<file path="src/rtl/piso_tx_shifter_if.sv">
// Load/serial bus of piso_tx_shifter: the load handshake going in and the serial stream coming out.
// Handshake: a word is taken on a rising edge where load_valid && load_ready; sout/done mean something only while sout_valid is 1.
interface piso_tx_shifter_if #(
  parameter int WIDTH = 4
);
  logic             dir;
  logic             load_valid;
  logic [WIDTH-1:0] din;
  logic             load_ready;
  logic             sout;
  logic             sout_valid;
  logic             done;

  modport master (
    output dir, load_valid, din,
    input  load_ready, sout, sout_valid, done
  );

  modport slave (
    input  dir, load_valid, din,
    output load_ready, sout, sout_valid, done
  );
endinterface

</file>
<file path="src/rtl/piso_tx_shifter.sv">
// Parallel-in serial-out transmitter: a word is loaded by handshake and sent one bit per clock, MSB or LSB first.
// Optional feature macro PISO_TX_PARITY_EN: adds one even-parity bit after the data bits.
module piso_tx_shifter #(
  parameter int WIDTH = 4
) (
  input  logic              i_clk,
  input  logic              i_rst,
  piso_tx_shifter_if.slave  bus,
  output logic              o_dbg_state
);

`ifdef PISO_TX_PARITY_EN
  localparam int FRAME = WIDTH + 1;
`else
  localparam int FRAME = WIDTH;
`endif
  localparam int CW = $clog2(WIDTH + 1);
  localparam logic [CW-1:0] LAST_CNT = CW'(FRAME - 1);

  typedef enum logic {
    ST_IDLE  = 1'b0,
    ST_SHIFT = 1'b1
  } state_t;

  state_t           r_state;
  state_t           w_next_state;
  logic [WIDTH-1:0] r_shreg;
  logic [CW-1:0]    r_cnt;
  logic             r_dir;
`ifdef PISO_TX_PARITY_EN
  logic             r_par;
`endif

  logic w_load;
  logic w_load_ready;
  logic w_sout;
  logic w_sout_valid;
  logic w_done;

  assign w_load = bus.load_valid && w_load_ready;

  // State register
  always_ff @(posedge i_clk) begin
    if (i_rst) begin
      r_state <= ST_IDLE;
    end else begin
      r_state <= w_next_state;
    end
  end

  // Next-state logic
  always_comb begin
    w_next_state = r_state;
    unique case (r_state)
      ST_IDLE:  if (w_load) w_next_state = ST_SHIFT;
      ST_SHIFT: if ((r_cnt == '0) && !w_load) w_next_state = ST_IDLE;
      default:  w_next_state = ST_IDLE;
    endcase
  end

  // Output logic; ready reopens on the last bit so frames can stream gaplessly.
  always_comb begin
    w_load_ready = 1'b0;
    w_sout       = 1'b0;
    w_sout_valid = 1'b0;
    w_done       = 1'b0;
    if (r_state == ST_SHIFT) begin
      w_sout_valid = 1'b1;
      w_done       = (r_cnt == '0);
      w_load_ready = !i_rst && (r_cnt == '0);
      w_sout       = r_dir ? r_shreg[0] : r_shreg[WIDTH-1];
`ifdef PISO_TX_PARITY_EN
      if (r_cnt == '0) w_sout = r_par;
`endif
    end else begin
      w_load_ready = !i_rst;
    end
  end

  // Datapath: word, bit order and counter are frozen at load time.
  always_ff @(posedge i_clk) begin
    if (i_rst) begin
      r_shreg <= '0;
      r_cnt   <= '0;
      r_dir   <= 1'b0;
`ifdef PISO_TX_PARITY_EN
      r_par   <= 1'b0;
`endif
    end else if (w_load) begin
      r_shreg <= bus.din;
      r_dir   <= bus.dir;
      r_cnt   <= LAST_CNT;
`ifdef PISO_TX_PARITY_EN
      r_par   <= ^bus.din;
`endif
    end else if (r_state == ST_SHIFT) begin
      r_shreg <= r_dir ? (r_shreg >> 1) : (r_shreg << 1);
      if (r_cnt != '0) r_cnt <= r_cnt - 1'b1;
    end
  end

  assign bus.load_ready = w_load_ready;
  assign bus.sout       = w_sout;
  assign bus.sout_valid = w_sout_valid;
  assign bus.done       = w_done;
  assign o_dbg_state    = r_state;

endmodule

</file>
<file path="src/flat_wrapper.sv">
// flat-port wrapper written by rule: the top's interface ports become plain ports
module piso_tx_shifter_flat 
#(
  parameter int WIDTH = 4
)
  (i_clk, i_rst, o_dbg_state, bus_dir, bus_load_valid, bus_din, bus_load_ready, bus_sout, bus_sout_valid, bus_done);
  piso_tx_shifter_if #(.WIDTH(WIDTH)) bus_i ();
  input  logic i_clk;
  input  logic i_rst;
  output logic o_dbg_state;
  input wire logic [$bits(bus_i.dir)-1:0] bus_dir;
  input wire logic [$bits(bus_i.load_valid)-1:0] bus_load_valid;
  input wire logic [$bits(bus_i.din)-1:0] bus_din;
  output wire logic [$bits(bus_i.load_ready)-1:0] bus_load_ready;
  output wire logic [$bits(bus_i.sout)-1:0] bus_sout;
  output wire logic [$bits(bus_i.sout_valid)-1:0] bus_sout_valid;
  output wire logic [$bits(bus_i.done)-1:0] bus_done;
  assign bus_i.dir = bus_dir;
  assign bus_i.load_valid = bus_load_valid;
  assign bus_i.din = bus_din;
  assign bus_load_ready = bus_i.load_ready;
  assign bus_sout = bus_i.sout;
  assign bus_sout_valid = bus_i.sout_valid;
  assign bus_done = bus_i.done;
  piso_tx_shifter #(.WIDTH(WIDTH)) u_core (.i_clk(i_clk), .i_rst(i_rst), .bus(bus_i), .o_dbg_state(o_dbg_state));
endmodule
</file>
<file path="config.mk">
export PLATFORM = sky130hd
export DESIGN_NAME = piso_tx_shifter_flat
export DESIGN_NICKNAME = d
export VERILOG_FILES = /design/src/rtl/piso_tx_shifter_if.sv /design/src/rtl/piso_tx_shifter.sv /design/src/flat_wrapper.sv
export SDC_FILE = /design/constraint.sdc
export NUM_CORES = 1
export LEC_CHECK = 0
export CORE_MARGIN = 5
export CORE_UTILIZATION = 36
export CTS_CLUSTER_SIZE = 25
export DETAILED_ROUTE_END_ITERATION = 8
export GPL_ROUTABILITY_DRIVEN = 1
export SETUP_SLACK_MARGIN = 0.1
export SLEW_MARGIN = 5
export SYNTH_ARGS = -nofsm -noshare
export SYNTH_HDL_FRONTEND = slang
export SYNTH_SLANG_ARGS = --single-unit
</file>
<file path="constraint.sdc">
create_clock -name i_clk -period 2.85 [get_ports i_clk]
set_input_delay 0.855 -clock i_clk [delete_from_list [all_inputs] [get_ports i_clk]]
set_output_delay 0.855 -clock i_clk [all_outputs]
set_load 0.05 [all_outputs]
</file>
==> results of run 1 <==
layout by cell type, fill, tap and decap left out, drive strengths merged, types with 2 or more instances in the layout:
cell type      instances
a211oi                 2
a21oi                  4
a22o                   2
buf                    3
clkbuf                 3
clkdlybuf4s50         10
dfxtp                  9
ha                     2
inv                    5
mux2i                  5
nand2                  7
nand3b                 2
nor2                   8
nor3                   3
final cells by class:
| cell class | instances | area share |
|---|---|---|
| Clock buffer | 3 | 0.0340 |
| Clock inverter | 1 | 0.00755 |
| Inverter | 5 | 0.0283 |
| Multi-Input combinational cell | 41 | 0.413 |
| Sequential cell | 9 | 0.272 |
| Tap cell | 15 | 0.0283 |
| Timing Repair Buffer | 14 | 0.217 |
worst reg2reg max path: stages, from the launching register on:
cell and delay (ps):
dfxtp_1 320, inv_1 80, ha_1 240, nand2b_4 90
a21oi_4 240, mux2i_1 210, nor2_1 50
state kept, by name, indices dropped and copies added, names as in the netlist:
name,count
u_core.r_cnt,3
u_core.r_dir,1
u_core.r_shreg,4
u_core.o_dbg_state,1
kinds of logic after synthesis:
family          after synthesis  synth area share
buf+inv                      10             0.101
fa+ha+maj                     2            0.0495
compound gates               11             0.166
simple gates                 23             0.228
flops                         9             0.356
mux                           5            0.0990
power by group:
| part | leakage, nW | switching, mW | total [mW] | internal, mW |
|---|---|---|---|---|
| logic | 0.174 | 0.0516 | 0.0956 | 0.0440 |
| clock network | 0.0177 | 0.0454 | 0.0972 | 0.0518 |
| registers | 0.0745 | 0.00903 | 0.145 | 0.136 |
| total | 0.266 | 0.106 | 0.338 | 0.232 |
through the flow:
step / std cells / hold slack (ps) / instance area, µm²
after global routing: 88 / 530 / 663
after global placement: 84 / 456 / 637
final: 88 / 471 / 663
after floorplan: 60 / 441 / 505
after detailed placement: 84 / 465 / 637
after CTS: 88 / 475 / 663
per-layer routing:
metal  routed length, µm  global-route usage  vias to the layer above
met2                 417               0.158                       10
li1                    -                   -                      235
met4                   9              0.0663                        0
met1                 483               0.129                      191
met5                   0                   0                        -
met3                  59              0.0564                        2
worst min-delay path by stage:
stage                         start              end  slack [ps]  cells after the start
finish              u_core.r_cnt[0]  u_core.r_cnt[0]         470                      1
global route        u_core.r_cnt[0]  u_core.r_cnt[0]         530                      1
CTS                 u_core.r_cnt[0]  u_core.r_cnt[0]         480                      1
detailed placement  u_core.r_cnt[0]  u_core.r_cnt[0]         470                      1
global placement    u_core.r_cnt[0]  u_core.r_cnt[0]         460                      1
floorplan           u_core.r_cnt[0]  u_core.r_cnt[0]         440                      1
what timing repair did:
action | 4_1_cts | 5_1_grt
endpoints found under the setup margin | 1 | 0
resized for setup | 1 | 0
hold buffers | 0 | 0
==> flow_summary.json, run 1 <==
{
  "drc_errors": 0,
  "syn-num-nets": 70,
  "fin_skew_ps": 4.27,
  "numPortBuffers": 12,
  "drv_cap": 0,
  "arrival_ps": 1730,
  "cts_max_level": 1,
  "antenna_cells": 0,
  "setup_viol_count_final": 0,
  "total_power_mw": 0.338,
  "synth_area_leaders": "dfxtp_1, mux2i_1, nor2_1, nand2_1, ha_1",
  "synth_area_per_cell_um2": 8.42,
  "crit_path_end": "bus_sout",
  "yosysSeqAreaShare": 0.356,
  "netlist_instances": 60,
  "r2r_cells": 6,
  "crit_type": "flop to output port",
  "grt_pass1_vias": 386,
  "drv_slew": 0,
  "slowest_delay_ps": 800,
  "status": "complete, no violations",
  "hpwl_um": 776,
  "cts-root-buf": "clkbuf_4",
  "peakVddDrop_uv": 227,
  "start_util": 0.384,
  "fillers": 142,
  "rows": 13,
  "power_per_cell_area_nw_per_um2": 510,
  "synth_cell_types": 23,
  "timing.final.crit_share": 0.907,
  "drt_iter0_markers": 5,
  "r2r_start": "u_core.r_cnt[0]",
  "startpoint": "u_core.r_dir",
  "gp_congestion": 0.676,
  "firstDrtPassIters": 4,
  "path_delay_family": "buffers and inverters",
  "timing.rr.end": "u_core.r_shreg[3]",
  "cts_made_buffers": 3,
  "seqCellArea_um2": 180,
  "ios": 13,
  "dieArea_um2": 2250,
  "drive_gt1_frac": 0.164,
  "vias": 438,
  "clock_path_buffers": 2,
  "rsz0062_at_grt": "no",
  "fmax_ghz": 0.387,
  "multi_input_area_um2": 274,
  "finalHoldViolCount": 0,
  "cp.required_ps": 2000,
  "synth-edff-count": 0,
  "wl_um": 970,
  "final_util": 0.503,
  "startpoint_type": "flop",
  "clkSinkCount": 9,
  "synth_common_cells": "dfxtp_1, nor2_1, nand2_1",
  "grt_pass1_wl_um": 1630,
  "worstSetupPathDepth": 3,
  "fin_setup_tns_ps": 0,
  "synth_most_common_cell": "dfxtp_1",
  "period_minus_slack_ps": 2580,
  "core_area_um2": 1320,
  "areaGrowthSynthToFinish_pct": 31.2,
  "path_buf_inv": 1,
  "slew_headroom": 0.668,
  "grt_overflow_total": 0,
  "ff2ff_setup_slack_ps": 1520,
  "wl_per_cell_um": 11.0,
  "finalNetCount": 84,
  "place_worst_setup_slack_ps": 343,
  "worst_slack_ps": 266,
  "ant_nets": 0,
  "crit_path_top_delay_cell": "clkdlybuf4s50_1",
  "hold_class": "flop to flop",
  "crit_chain": "mux2i_1 > nor2_1 > clkdlybuf4s50_1",
  "grt_max_degree": 10,
  "cts.clk_slew.worst_paths_ps": 60,
  "antenna_found_initial": 0,
  "ys_ff_latch": 9,
  "die_y_um": 47.5,
  "clock_latency_ps": 260,
  "cts_tree": "built",
  "track_usage": 0.110,
  "fp.dieW_um": 47.5,
  "worstMarginPinSlew_ps": 496,
  "synth_area_um2": 505,
  "routed_via_density": 4.98,
  "synthFlopType": "dfxtp_1",
  "cp-end-kind": "output port",
  "cts_setup_buffers": 0,
  "yosys.area.top_type": "dfxtp_1",
  "p_leak_nw": 0.266,
  "synth_top_area_frac": 0.356,
  "async_flop_share": 0,
  "ys_warn_count": 0,
  "path_max_fanout": 6
}
(Power assumes the default switching activity.)
==> run 2: changes to the inputs <==
--- a/config.mk
+++ b/config.mk
@@ -11,7 +11,7 @@
 export DETAILED_ROUTE_END_ITERATION = 8
 export GPL_ROUTABILITY_DRIVEN = 1
 export SETUP_SLACK_MARGIN = 0.1
-export SLEW_MARGIN = 5
+export SLEW_MARGIN = 20
 export SYNTH_ARGS = -nofsm -noshare
 export SYNTH_HDL_FRONTEND = slang
 export SYNTH_SLANG_ARGS = --single-unit
==> results of run 2 <==
Same layout as run 1: the final DEF is identical, and so are final timing and power.
